`src/rtl/lms_fir_err.sv`:
```
// lms_fir_err: 9-tap time-multiplexed FIR plus error generation for an LMS loop.
// Latency: 10 clocks from the accepting edge to the y_o/error_o register edge; one sample per 11 clocks.
// Backpressure: ready_o is high only in IDLE; a sample offered while busy is dropped and flagged on overrun_o.
//
// Ports:
//   clk_i, rst_n_i           clock (rising edge), asynchronous active-low reset
//   sample_valid_i           data_in / desired_i present this cycle
//   data_in, desired_i       signed 16-bit sample x[n] and desired response d[n]
//   coef1..coef9             signed Q2.14 coefficients, coef1 on x[n] ... coef9 on x[n-8]
//   ready_o                  block idle and accepting (combinational from state)
//   y_o, error_o             registered filter output and d[n] - y (held between pulses)
//   out_valid_o              one-cycle pulse when y_o / error_o update
//   overrun_o                one-cycle pulse when a sample was dropped
//
// Build option: define LMS_FIR_SAT_EN to saturate y and error to 16 bits instead of wrapping.
module lms_fir_err (
  input  logic               clk_i,
  input  logic               rst_n_i,
  input  logic               sample_valid_i,
  input  logic signed [15:0] data_in,
  input  logic signed [15:0] desired_i,
  input  logic signed [15:0] coef1,
  input  logic signed [15:0] coef2,
  input  logic signed [15:0] coef3,
  input  logic signed [15:0] coef4,
  input  logic signed [15:0] coef5,
  input  logic signed [15:0] coef6,
  input  logic signed [15:0] coef7,
  input  logic signed [15:0] coef8,
  input  logic signed [15:0] coef9,
  output logic               ready_o,
  output logic signed [15:0] y_o,
  output logic signed [15:0] error_o,
  output logic               out_valid_o,
  output logic               overrun_o
);

  typedef enum logic [1:0] {IDLE, MAC, OUT} state_t;

  state_t             state_q, state_d;
  logic signed [15:0] x_q    [9];
  logic signed [15:0] snap_q [9];
  logic signed [15:0] coef_in [9];
  logic signed [15:0] desired_q;
  logic signed [35:0] acc_q;
  logic [3:0]         idx_q;
  logic signed [15:0] y_q, err_q;
  logic               out_valid_q, overrun_q;

  logic               is_idle;
  logic               accept;
  logic signed [31:0] prod;
  logic signed [35:0] y_full;
  logic signed [15:0] y16, err16;

  assign coef_in[0] = coef1;
  assign coef_in[1] = coef2;
  assign coef_in[2] = coef3;
  assign coef_in[3] = coef4;
  assign coef_in[4] = coef5;
  assign coef_in[5] = coef6;
  assign coef_in[6] = coef7;
  assign coef_in[7] = coef8;
  assign coef_in[8] = coef9;

  // State register
  always_ff @(posedge clk_i or negedge rst_n_i) begin
    if (!rst_n_i) state_q <= IDLE;
    else          state_q <= state_d;
  end

  // Next-state logic
  always_comb begin
    state_d = state_q;
    case (state_q)
      IDLE:    if (sample_valid_i) state_d = MAC;
      MAC:     if (idx_q == 4'd8) state_d = OUT;
      OUT:     state_d = IDLE;
      default: state_d = IDLE;
    endcase
  end

  // State-decoded outputs
  always_comb begin
    is_idle = (state_q == IDLE);
    ready_o = is_idle;
    accept  = is_idle && sample_valid_i;
  end

  // Single shared multiplier: tap k of the delay line against snapshot coefficient k.
  assign prod   = x_q[idx_q] * snap_q[idx_q];
  assign y_full = acc_q >>> 14;

`ifdef LMS_FIR_SAT_EN
  logic signed [16:0] e_full;
  always_comb begin
    if (y_full > 36'sd32767)       y16 = 16'sh7FFF;
    else if (y_full < -36'sd32768) y16 = 16'sh8000;
    else                           y16 = y_full[15:0];
    // 17 bits hold any difference of two 16-bit values exactly.
    e_full = {desired_q[15], desired_q} - {y16[15], y16};
    if (e_full > 17'sd32767)       err16 = 16'sh7FFF;
    else if (e_full < -17'sd32768) err16 = 16'sh8000;
    else                           err16 = e_full[15:0];
  end
`else
  always_comb begin
    y16   = y_full[15:0];
    err16 = desired_q - y16;
  end
`endif

  // Datapath and registered outputs
  always_ff @(posedge clk_i or negedge rst_n_i) begin
    if (!rst_n_i) begin
      for (int i = 0; i < 9; i++) begin
        x_q[i]    <= '0;
        snap_q[i] <= '0;
      end
      desired_q   <= '0;
      acc_q       <= '0;
      idx_q       <= '0;
      y_q         <= '0;
      err_q       <= '0;
      out_valid_q <= 1'b0;
      overrun_q   <= 1'b0;
    end else begin
      if (accept) begin
        x_q[0] <= data_in;
        for (int i = 1; i < 9; i++) x_q[i] <= x_q[i-1];
        for (int i = 0; i < 9; i++) snap_q[i] <= coef_in[i];
        desired_q <= desired_i;
        acc_q     <= '0;
        idx_q     <= '0;
      end
      if (state_q == MAC) begin
        acc_q <= acc_q + 36'(prod);
        idx_q <= idx_q + 4'd1;
      end
      if (state_q == OUT) begin
        y_q   <= y16;
        err_q <= err16;
      end
      out_valid_q <= (state_q == OUT);
      overrun_q   <= sample_valid_i && !is_idle;
    end
  end

  assign y_o         = y_q;
  assign error_o     = err_q;
  assign out_valid_o = out_valid_q;
  assign overrun_o   = overrun_q;

endmodule

```
`config.mk`:
```
export PLATFORM = sky130hd
export DESIGN_NAME = lms_fir_err
export DESIGN_NICKNAME = d
export VERILOG_FILES = /design/src/rtl/lms_fir_err.sv
export SDC_FILE = /design/constraint.sdc
export NUM_CORES = 2
export LEC_CHECK = 0
export CORE_MARGIN = 3
export CORE_UTILIZATION = 35
export DETAILED_ROUTE_END_ITERATION = 12
export GPL_ROUTABILITY_DRIVEN = 0
export PLACE_DENSITY_LB_ADDON = 0.08
export SYNTH_ARGS = -nofsm -noshare
export SYNTH_HDL_FRONTEND = slang
export SYNTH_SLANG_ARGS = --single-unit
```
`constraint.sdc`:
```
create_clock -name clk_i -period 8.7 [get_ports clk_i]
set_input_delay 1.305 -clock clk_i [delete_from_list [all_inputs] [get_ports clk_i]]
set_output_delay 1.305 -clock clk_i [all_outputs]
set_load 0.02 [all_outputs]
```
==> impl_metrics.yaml <==
run_status:
  outcome: "finished, final reports clean"
critical_path:
  cp-end-kind: "flip-flop"
  cp.depth: 25
  start_kind: "flip-flop"
  path_buf_inv: 5
  crit_type: "flip-flop to flip-flop"
  path_common_cell: "fa_1"
  crit_family: "adder cells"
  critPathMaxFanout: 23
  worst_path_max_delay_cell: "dfrtp_2"
  critPathMaxStageDelay_ps: 850
  reg2reg_depth: 25
  crit_required_ps: 9150
  crit_arrival_ps: 8550
floorplan:
  fp.dieW_um: 283
  die_h_um: 283
  io_pins: 214
  placementRows: 100
  core_area_sq_mm: 0.0752
  die_area_sq_mm: 0.0802
  initial_core_util_pct: 35.7
drt:
  vias_per_cell: 4.77
  ant_nets: 0
  wl_per_cell_um: 18.8
  drt-total-wl_mm: 78.6
  drt_iter0_drc: 1254
  dr.pass1.iters: 6
  vias: 20000
  route.detailed.drc: 0
sta:
  rsz0062_at_grt: "no"
  clock_skew_ps: 25.9
  slew_viol_final: 0
  period_needed_ps: 8100
  finalHoldViolations: 0
  finalSetupViolations: 0
  fmax_mhz: 123
  period_share_pct: 93.2
  worst_slew_pin_slew_ps: 1160
  fin_tns_setup_ps: 0
  slew_headroom_pct: 22.9
synthesis:
  synth-seq-cells: 374
  synth_nets: 3512
  async_flop_share_pct: 100
  yosys.cell_types.count: 55
  ys.warnings.count: 0
  synthFlopType: "dfrtp_1"
  synth_fa_ha_area_share_pct: 25.8
  yosys.area_share.simple_pct: 19.9
  synth-xor-area-share_pct: 1.69
  synth_area_per_cell_sq_um: 9.12
  muxShareOfSynthArea_pct: 6.41
  netlist_area_sq_mm: 0.0269
  synth_edf_count: 0
  synth_top_family_by_area: "adder cells"
  ys_seq_area_share_pct: 34.8
  synth_compound_area_share_pct: 4.46
  synthCells: 2946
finish:
  fillers: 7507
  synthToLayoutAreaGrowth_pct: 18.3
  layout_commonest_cell: "nand2_1"
  final_cell_mix: "nand2_1, dfrtp_1, inv_1"
  layout.nets: 3695
  final_cell_area_sq_mm: 0.0318
  drive_gt1_share_pct: 7.42
cts:
  cts_sinks: 374
  worstSkewPairLatency_ps: 610
  htreeDepth: 2
  clock_path_buffers: 3
  ctsResizeCount: 0
  root_buffer: "clkbuf_16"
  holdBufCountCts: 0
  numCtsBuffers: 46
  cts_tree: "built"
  clk_pin_slew_ps: 60
  postCtsSetupBuffers: 0
global_route:
  grt_max_degree: 205
  grt_overflow: 0
  grt_usage_pct: 19.8
  antenna_found_initial: 1
  grt_pass1_vias: 21400
  grt_pass1_wl_mm: 125
placed_design:
  dp_hpwl_mm: 59.7
  port_buffers: 213
  placed_cell_area_sq_mm: 0.0303
hold_path:
  min_path_type: "flip-flop to flip-flop"
  holdPathStages: 2
flow_run:
  cap_violations: 0
## Yosys cell counts (28+ instances only)
master,count,area (sq um)
a21oi_1,35,175
xnor2_1,29,254
dfrtp_1,374,9360
mux2i_1,28,280
mux4_2,60,1350
nor2_1,179,672
clkbuf_1,95,357
o21ai_1,41,205
inv_1,331,1240
ha_1,110,1380
fa_1,277,5550
nand2_1,1080,4050
o21ai_0,44,220
## path summary, 6_finish.rpt
kind / from / slack (ps) / end
worst max register to register: idx_q[2]$_DFFE_PN0P_ / 600 / acc_q[29]$_DFFE_PN0P_
min in group asynchronous: rst_n_i / 730 / error_o[3]$_DFFE_PN0P_
worst max-delay path: idx_q[2]$_DFFE_PN0P_ / 600 / acc_q[29]$_DFFE_PN0P_
worst min register to register: snap_q[109]$_DFFE_PN0P_ / 470 / snap_q[109]$_DFFE_PN0P_
worst min-delay path: snap_q[109]$_DFFE_PN0P_ / 470 / snap_q[109]$_DFFE_PN0P_
max in group asynchronous: rst_n_i / 6310 / acc_q[0]$_DFFE_PN0P_
## flip-flops by register name, indices dropped and copies added (netlist names)
signal,flops
out_valid_o,1
acc_q,30
error_o,16
x_q,144
idx_q,4
desired_q,16
y_o,16
overrun_o,1
state_q,2
snap_q,144
## routing by layer
metal  share of wire, %  track usage [%]  vias up
li1                   -                -     9446
met1                 46             27.2    10100
met2                 48             32.9      323
met3                3.7             2.72       95
met4                2.4             5.17        0
met5                  0                0        -
## area by class of cell
| cell class | instances | area (sq um) | share of cell area, % |
|---|---|---|---|
| Inverter | 346 | 1300 | 4.08 |
| Timing Repair Buffer | 273 | 2660 | 8.37 |
| Tap cell | 1020 | 1280 | 4.01 |
| Multi-Input combinational cell | 2088 | 15700 | 49.2 |
| Sequential cell | 374 | 9370 | 29.5 |
| Antenna cell | 1 | 2.50 | 0.00787 |
| Clock inverter | 24 | 275 | 0.866 |
| Clock buffer | 60 | 1260 | 3.97 |
## tightest hold or removal path: stages, from the launching register on
cell and delay (ps):
dfrtp_1 340, nand2_1 50, nand2_1 50
## stage by stage
step	util, %	hold WS [ps]	std cells	setup slack (ps)
final	42.3	469	4186	595
after global routing	42.3	490	4186	204
after CTS	42.3	473	4185	585
after detailed placement	40.2	457	4101	617
after global placement	40.2	452	4101	620
after floorplan	-	438	2946	1150
## kinds of logic (layout without fill, tap and decap cells)
| group | Yosys count | count (layout) |
|---|---|---|
| DFF | 374 | 374 |
| muxes | 96 | 96 |
| and+or+nand+nor | 1359 | 1359 |
| other | 0 | 1 |
| adders and majority gates | 387 | 387 |
| xor gates and xnor gates | 52 | 52 |
| AOI/OAI and AO/OA | 194 | 194 |
| buffers and inverters | 484 | 703 |
Power is not shown: default switching activity piles up to over one toggle a cycle in this logic, so the estimate is an artifact.
